`config.mk`:
```
export PLATFORM = sky130hd
export DESIGN_NAME = i2c_reg_ctrl_flat
export DESIGN_NICKNAME = d
export VERILOG_FILES = /design/src/rtl/i2c_reg_ctrl_if.sv /design/src/rtl/i2c_reg_ctrl.sv /design/src/flat_wrapper.sv
export SDC_FILE = /design/constraint.sdc
export NUM_CORES = 1
export LEC_CHECK = 0
export CORE_MARGIN = 1.5
export CORE_UTILIZATION = 45
export CTS_CLUSTER_SIZE = 8
export DETAILED_ROUTE_END_ITERATION = 12
export GPL_TIMING_DRIVEN = 0
export PLACE_DENSITY = 0.64
export SLEW_MARGIN = 20
export SYNTH_ARGS = -nofsm -noshare
export SYNTH_HDL_FRONTEND = slang
export SYNTH_SLANG_ARGS = --single-unit
```
`constraint.sdc`:
```
create_clock -name clk -period 6.98 [get_ports clk]
set_input_delay 1.396 -clock clk [delete_from_list [all_inputs] [get_ports clk]]
set_output_delay 1.396 -clock clk [all_outputs]
set_load 0.005 [all_outputs]
```
`src/rtl/i2c_reg_ctrl_if.sv`:
```
// ==[ i2c_reg_ctrl_if : strobe and host bus bundle for i2c_reg_ctrl ]==
// ==[ rev 1.0 ]==
`default_nettype none

interface i2c_reg_ctrl_if #(
  parameter int AW = 4
);
  logic          i2c_act;
  logic          i2c_as;
  logic          i2c_ws;
  logic          i2c_rs;
  logic [7:0]    i2c_dat;
  logic [7:0]    i2c_rdat;
  logic          host_req;
  logic          host_we;
  logic [AW-1:0] host_addr;
  logic [7:0]    host_wdat;
  logic [7:0]    host_rdat;
  logic          host_ack;
  logic          wr_irq;
  logic [AW-1:0] wr_idx;
  logic [AW-1:0] ptr;

  modport master (
    output i2c_act, i2c_as, i2c_ws, i2c_rs, i2c_dat,
    output host_req, host_we, host_addr, host_wdat,
    input  i2c_rdat, host_rdat, host_ack, wr_irq, wr_idx, ptr
  );

  modport slave (
    input  i2c_act, i2c_as, i2c_ws, i2c_rs, i2c_dat,
    input  host_req, host_we, host_addr, host_wdat,
    output i2c_rdat, host_rdat, host_ack, wr_irq, wr_idx, ptr
  );
endinterface

`default_nettype wire

```
`src/rtl/i2c_reg_ctrl.sv`:
```
// ==[ i2c_reg_ctrl : pointer-addressed 8-bit register bank behind i2c_slave ]==
// ==[ rev 1.0 ]==
`default_nettype none

module i2c_reg_ctrl #(
  parameter int         AW      = 4,
  parameter logic [7:0] RST_VAL = 8'h00
) (
  input  logic             clk,
  input  logic             rst_n,
  i2c_reg_ctrl_if.slave    bus
);
  localparam int DEPTH = 2 ** AW;

  typedef enum logic [1:0] {
    H_IDLE = 2'd0,
    H_ACC  = 2'd1,
    H_ACK  = 2'd2
  } hstate_t;

  hstate_t       state, state_nxt;
  logic [7:0]    bank     [DEPTH];
  logic [7:0]    bank_nxt [DEPTH];
  logic [AW-1:0] ptr_q, ptr_nxt;
  logic [7:0]    rdat_q, host_rdat_q;
  logic          wr_irq_q;
  logic [AW-1:0] wr_idx_q;
  logic          i2c_we;
  logic          host_commit;
  logic          host_capture;

  // A pointer load wins over a coincident write strobe; that write is dropped.
  always_comb begin
    i2c_we  = bus.i2c_ws && !bus.i2c_as;
    ptr_nxt = ptr_q;
    if (bus.i2c_as)
      ptr_nxt = bus.i2c_dat[AW-1:0];
    else if (bus.i2c_ws || bus.i2c_rs)
      ptr_nxt = ptr_q + 1'b1;
  end

  // The I2C strobe cannot be stalled, so a host write waits out any i2c_ws cycle.
  always_comb begin
    state_nxt    = state;
    host_commit  = 1'b0;
    host_capture = 1'b0;
    case (state)
      H_IDLE: if (bus.host_req) state_nxt = H_ACC;
      H_ACC: begin
        if (!(bus.host_we && bus.i2c_ws)) begin
          host_commit  = bus.host_we;
          host_capture = 1'b1;
          state_nxt    = H_ACK;
        end
      end
      H_ACK:   state_nxt = H_IDLE;
      default: state_nxt = H_IDLE;
    endcase
  end

  always_comb begin
    bank_nxt = bank;
    if (host_commit)
      bank_nxt[bus.host_addr] = bus.host_wdat;
    if (i2c_we)
      bank_nxt[ptr_q] = bus.i2c_dat;
  end

  always_ff @(posedge clk or negedge rst_n) begin
    if (!rst_n) begin
      state       <= H_IDLE;
      ptr_q       <= '0;
      rdat_q      <= RST_VAL;
      host_rdat_q <= 8'h00;
      wr_irq_q    <= 1'b0;
      wr_idx_q    <= '0;
      for (int i = 0; i < DEPTH; i++)
        bank[i] <= RST_VAL;
    end else begin
      state    <= state_nxt;
      ptr_q    <= ptr_nxt;
      // Pre-fetch sees this cycle's pointer and bank updates from both sides.
      rdat_q   <= bank_nxt[ptr_nxt];
      wr_irq_q <= i2c_we;
      if (i2c_we)
        wr_idx_q <= ptr_q;
      if (host_capture)
        host_rdat_q <= bank[bus.host_addr];
      for (int i = 0; i < DEPTH; i++)
        bank[i] <= bank_nxt[i];
    end
  end

  assign bus.ptr       = ptr_q;
  assign bus.i2c_rdat  = rdat_q;
  assign bus.host_rdat = host_rdat_q;
  assign bus.host_ack  = (state == H_ACK);
  assign bus.wr_irq    = wr_irq_q;
  assign bus.wr_idx    = wr_idx_q;
endmodule

`default_nettype wire

```
`src/flat_wrapper.sv`:
```
// flat-port wrapper written by rule: the top's interface ports become plain ports
module i2c_reg_ctrl_flat 
#(
  parameter int         AW      = 4,
  parameter logic [7:0] RST_VAL = 8'h00
)
  (clk, rst_n, bus_i2c_act, bus_i2c_as, bus_i2c_ws, bus_i2c_rs, bus_i2c_dat, bus_host_req, bus_host_we, bus_host_addr, bus_host_wdat, bus_i2c_rdat, bus_host_rdat, bus_host_ack, bus_wr_irq, bus_wr_idx, bus_ptr);
  i2c_reg_ctrl_if #(.AW(AW)) bus_i ();
  input  logic clk;
  input  logic rst_n;
  input wire logic [$bits(bus_i.i2c_act)-1:0] bus_i2c_act;
  input wire logic [$bits(bus_i.i2c_as)-1:0] bus_i2c_as;
  input wire logic [$bits(bus_i.i2c_ws)-1:0] bus_i2c_ws;
  input wire logic [$bits(bus_i.i2c_rs)-1:0] bus_i2c_rs;
  input wire logic [$bits(bus_i.i2c_dat)-1:0] bus_i2c_dat;
  input wire logic [$bits(bus_i.host_req)-1:0] bus_host_req;
  input wire logic [$bits(bus_i.host_we)-1:0] bus_host_we;
  input wire logic [$bits(bus_i.host_addr)-1:0] bus_host_addr;
  input wire logic [$bits(bus_i.host_wdat)-1:0] bus_host_wdat;
  output wire logic [$bits(bus_i.i2c_rdat)-1:0] bus_i2c_rdat;
  output wire logic [$bits(bus_i.host_rdat)-1:0] bus_host_rdat;
  output wire logic [$bits(bus_i.host_ack)-1:0] bus_host_ack;
  output wire logic [$bits(bus_i.wr_irq)-1:0] bus_wr_irq;
  output wire logic [$bits(bus_i.wr_idx)-1:0] bus_wr_idx;
  output wire logic [$bits(bus_i.ptr)-1:0] bus_ptr;
  assign bus_i.i2c_act = bus_i2c_act;
  assign bus_i.i2c_as = bus_i2c_as;
  assign bus_i.i2c_ws = bus_i2c_ws;
  assign bus_i.i2c_rs = bus_i2c_rs;
  assign bus_i.i2c_dat = bus_i2c_dat;
  assign bus_i.host_req = bus_host_req;
  assign bus_i.host_we = bus_host_we;
  assign bus_i.host_addr = bus_host_addr;
  assign bus_i.host_wdat = bus_host_wdat;
  assign bus_i2c_rdat = bus_i.i2c_rdat;
  assign bus_host_rdat = bus_i.host_rdat;
  assign bus_host_ack = bus_i.host_ack;
  assign bus_wr_irq = bus_i.wr_irq;
  assign bus_wr_idx = bus_i.wr_idx;
  assign bus_ptr = bus_i.ptr;
  i2c_reg_ctrl #(.AW(AW), .RST_VAL(RST_VAL)) u_core (.clk(clk), .rst_n(rst_n), .bus(bus_i));
endmodule
```
* Yosys cells after proc, flatten, opt, wreduce, memory -nomap -nowiden
Index checks and enable logic that the tools add are counted.
** Operators by class
- Add/sub/neg operators :: 1
- Multipliers :: 0
- Div/mod/pow operators :: 0
- Magnitude comparators :: 5
- Equality and inequality tests :: 4
- Shift operators :: 0
- Multiplexer cells :: 23
- Bitwise logic cells :: 3
- Reductions and logical operators :: 8
** Operator list (number)
- 128-bit bitwise mux :: 2
- 128-bit 2-to-1 mux :: 2
- 8-bit binary-select mux with 4-bit select :: 2
- 8-bit demux with 4-bit select :: 2
- 8-bit 2-to-1 mux :: 6
- 5-bit greater-or-equal comparator (second input constant) :: 3
- 4-bit inverter with 5-bit output :: 3
- 5-bit by 1-bit less-than comparator with 1-bit output (second input constant) :: 2
- 4-bit 2-to-1 mux :: 2
- 4-bit by 1-bit adder with 4-bit output (second input constant) :: 1
- 1-bit logical AND :: 4
- 1-bit 2-to-1 mux :: 4
- 2-bit 2-to-1 mux :: 2
- 2-bit != test (second input constant) :: 2
- 2-bit case mux with 2 select lines :: 1
- 2-bit by 1-bit == test with 1-bit output (second input constant) :: 1
- 2-bit == test (second input constant) :: 1
- 2-bit logical NOT :: 1
- 2-bit AND reduction :: 1
- 1-bit logical NOT :: 1
- 1-bit logical OR :: 1
** Storage, ports and cells
- Register bits :: 155
- Latch bits :: 0
- RAM bits :: 0
- ROM bits :: 0
- Input port bits :: 28
- Output and inout bits :: 26
- Memories kept :: 0

* Logic depth before layout (Yosys ltp)
- Depth after elaboration :: 12
- Mapped depth :: 11
- Mapped depth without buffers :: 10

* Worst setup path before layout
OpenSTA, ideal clock, no wires.
- Path type :: input-to-reg
- Start :: input bus_host_addr[0]
- End :: register u_core.host_rdat_q[0], in the netlist u_core.bus.host_rdat[0]
- Setup time :: 0.125 ns
- Arrival :: 3.245 ns
- Slack :: 3.611 ns
- Stages on the path :: 6
- Cells stage by stage :: buf_2 -> buf_2 -> buf_2 -> mux4_2 -> mux4_2 -> mux2_2
** On the way
- Word-level cells in the longest chain between the ends :: 4
** RTL lines
- start, declared :: line flat_wrapper.sv:18 : input wire logic [$bits(bus_i.host_addr)-1:0] bus_host_addr;
- 4-bit inverter with 5-bit output (not written as such) :: line i2c_reg_ctrl.sv:88 : host_rdat_q <= bank[bus.host_addr];
- 8-bit binary-select mux with 4-bit select :: line i2c_reg_ctrl.sv:88
- 8-bit 2-to-1 mux (not written as such) (2 in series) :: line i2c_reg_ctrl.sv:88
- end signal, assigned :: line i2c_reg_ctrl.sv:88
- end, declared :: line i2c_reg_ctrl.sv:25 : logic [7:0] rdat_q, host_rdat_q;
No other way between the ends. The select of a mux whose other input is x is not followed.
A chain may end at the register's enable or synchronous reset.

* Worst setup path after layout
- Start :: input bus_i2c_ws
- End :: register u_core.rdat_q[2], in the netlist u_core.bus.i2c_rdat[2]
** RTL lines
- start, declared :: line flat_wrapper.sv:13 : input wire logic [$bits(bus_i.i2c_ws)-1:0] bus_i2c_ws;
- 1-bit logical OR :: line i2c_reg_ctrl.sv:38 : else if (bus.i2c_ws || bus.i2c_rs)
- 4-bit 2-to-1 mux :: line i2c_reg_ctrl.sv:38
- 4-bit 2-to-1 mux :: line i2c_reg_ctrl.sv:36 : if (bus.i2c_as)
- via u_core.ptr_nxt[2] :: line i2c_reg_ctrl.sv:24 : logic [AW-1:0] ptr_q, ptr_nxt;
- 4-bit inverter with 5-bit output (not written as such) :: line i2c_reg_ctrl.sv:83 : rdat_q <= bank_nxt[ptr_nxt];
- 8-bit binary-select mux with 4-bit select :: line i2c_reg_ctrl.sv:83
- 8-bit 2-to-1 mux (not written as such) (2 in series) :: line i2c_reg_ctrl.sv:83
- end signal, assigned :: line i2c_reg_ctrl.sv:83
- end, declared :: line i2c_reg_ctrl.sv:25
The timed path passes the listed nets, and every way through them passes these cells. The select of a mux whose other input is x is not followed.

==> flow_metrics.py <==
metrics = {
    "outcome": {
        "status": "finished, final reports clean",
    },
    "clock_tree": {
        "cts_buffer_depth": 2,
        "path_clk_slew_ns": 0.07,
        "clkLatencyLatePin_ns": 0.44,
        "cts_tree": "yes",
        "hold_buffers": 0,
        "cts_resized": 0,
        "cts.sinks": 155,
        "cts_max_level": 4,
        "cts_root_buf": "clkbuf_16",
        "post_cts_buffers": 0,
        "cts_buffers": 17,
    },
    "floorplan": {
        "initial_core_util_pct": 46.3,
        "rows": 53,
        "die_h_um": 150,
        "core_um2": 21200,
        "die_width_um": 150,
        "die-area_um2": 22600,
        "io_pins": 54,
    },
    "setup_path": {
        "r2r_end": "u_core.bus.i2c_rdat[2]",
        "setup.worst_path.class": "input port to flop",
        "reg2reg_from": "u_core.bus.ptr[0]",
        "cp_max_fo": 10,
        "arrival_ns": 4.80,
        "cp.required_ns": 7.31,
        "worst_setup_path_end_kind": "flop",
        "reg2reg_slack_ns": 3.24,
        "cp-startpoint": "bus_i2c_ws",
        "crit_path_end": "u_core.bus.i2c_rdat[2]",
        "rr_worst_depth": 10,
        "startpoint_type": "input port",
    },
    "synthesis": {
        "yosys_warnings": 0,
        "ys_types": 65,
        "synth_edf_count": 0,
        "postSynthAreaPerCell_um2": 9.68,
        "synthFlopType": "dfrtp_1",
        "ys_ff_latch": 155,
        "ys_seq_area_share_pct": 39.6,
        "synth_top_cell_by_area": "dfrtp_1",
        "synth_commonest_cells": "dfrtp_1, mux2i_1, nor2_1",
        "synth_fp_nets": 1043,
        "netlist_top_cells_area": "dfrtp_1, mux4_2, mux2i_1, a31oi_1, a21oi_1",
        "synth_top_area_share_pct": 39.6,
        "synth_most_common_cell": "dfrtp_1",
        "async_reset_ff_share_pct": 100,
        "netlist_instances": 1011,
        "synthesis.area_um2": 9790,
    },
    "global_route": {
        "antenna_found_initial": 2,
        "track_usage_pct": 36.6,
        "grt_pass1_wl_um": 58900,
        "grt_pass1_vias": 9170,
        "grt_overflow": 0,
        "grt_max_degree": 60,
    },
    "power": {
        "leakagePower_uw": 0.00459,
        "max-vdd-ir-drop_uv": 141,
        "p_per_area_nw_per_um2": 358,
    },
    "sta": {
        "tns_ns": 0,
        "hold_viol": 0,
        "period_needed_ns": 4.47,
        "fin_crit_sh_pct": 64.0,
        "setup_violations": 0,
        "fmax_mhz": 224,
        "maxSlewViolCount": 0,
        "max-slew-margin-rel_pct": 23.3,
        "clock-skew-final_ns": 0.00654,
        "grt_setup_unrepaired": "false",
        "tightest_slew_ns": 1.15,
    },
    "layout": {
        "final_nets": 1101,
        "layout-drive-gt1-share_pct": 14.1,
        "layout.cells.non_filler": 1357,
        "multi_input_area_um2": 5350,
        "fillCellCount": 1954,
        "regArea_um2": 3880,
        "area_growth_pct": 13.5,
        "antenna_cells": 0,
    },
    "detailed_routing": {
        "viasPerCell": 7.01,
        "drt_iter0_drc": 1449,
        "via_count": 9510,
        "firstDrtPassIters": 8,
        "drc": 0,
        "wl_um": 40000,
        "ant_nets": 0,
        "wl_per_cell_um": 29.5,
    },
    "place": {
        "gp_congestion": 0.997,
        "post-dp-hpwl_um": 28600,
        "placed_cells": 1325,
        "io_buffers": 37,
    },
    "job": {
        "drv_cap": 0,
    },
    "min_path": {
        "worstHoldStart": "u_core.bus.host_rdat[6]",
        "hold_class": "flop to flop",
    },
}
==> cell usage in the layout, fill, tap and decap left out, drive strengths merged, types with 36 or more instances in the layout <==
cell type      instances
nor3                  53
mux4                  40
a21oi                 66
nand3                 63
a31oi                 55
buf                   55
o21ai                 75
clkbuf                74
nor2                  75
nand2                 65
clkdlybuf4s50         36
mux2i                 83
dfrtp                155
==> final cells by class <==
cell class	instances	share of cell area (%)
plain buffers	109	4.56
clock buffers	17	3.83
clock inverters	15	1.06
inverters	13	0.439
multi-input cells	734	48.2
flip-flops and latches	155	34.9
well taps	275	3.10
repair buffers	39	3.88
==> worst max-delay path, stage by stage <==
cell,delay [ns]
clkdlybuf4s50_1,0.55
o21ai_1,0.20
mux2_2,0.41
nor2_1,0.60
inv_1,0.17
buf_2,0.29
nor2_1,0.33
a311o_1,0.43
nand3_1,0.19
o22a_1,0.22
==> registers in the layout, indices dropped and copies added, names as in the netlist <==
signal / count
u_core.bank: 128
u_core.bus.host_rdat: 8
u_core.bus.i2c_rdat: 8
u_core.bus.ptr: 4
u_core.bus.wr_idx: 4
u_core.state: 2
u_core.bus.wr_irq: 1
==> metrics by stage <==
step / utilization, % / instance area, um^2 / worst slack (ns) / hold WS, ns / total power [uW]
2_1_floorplan: - / 9790 / 3.61 / 0.440 / 2470
6_report: 52.5 / 11100 / 2.51 / 0.482 / 3980
3_3_place_gp: 49.6 / 10500 / -2.20 / 0.459 / 3000
3_5_place_dp: 49.9 / 10600 / 2.19 / 0.472 / 3040
4_1_cts: 52.5 / 11100 / 2.63 / 0.488 / 3920
5_1_grt: 52.5 / 11100 / 2.45 / 0.513 / 4150
==> logic make-up (layout without fill, tap and decap cells) <==
kind of cell    count (synthesis)  count (layout)  synth area share [%]
xor+xnor                        1               1                0.0895
buf+inv                       122             193                  5.68
compound gates                285             285                  18.2
fa+ha+maj                       4               4                 0.511
simple gates                  311             311                  17.1
flops                         155             155                  39.6
mux                           133             133                  18.8
==> per-layer routing <==
layer | share of wire [%] | global-route usage, % | wire (um)
met1 | 39 | 48.4 | 15500
met4 | 6.7 | 23.0 | 2670
met5 | 0 | 0 | 0
met2 | 42 | 52.4 | 16900
met3 | 12 | 10.8 | 4950
==> worst min-delay path by stage <==
stage / depth (start not counted) / end / slack (ns)
after floorplan: 1 / u_core.state[0] / 0.44
after global placement: 2 / u_core.bus.host_rdat[6] / 0.46
after detailed placement: 2 / u_core.bus.host_rdat[6] / 0.47
after CTS: 2 / u_core.bus.host_rdat[6] / 0.49
after global routing: 2 / u_core.bus.wr_idx[0] / 0.51
final: 2 / u_core.bus.host_rdat[6] / 0.48
==> where the power goes <==
group	switching [uW]	internal, uW
Sequential	230	1320
Clock	427	461
Combinational	834	704
Total	1490	2490
No activity file was read; power rests on OpenSTA's default activity.
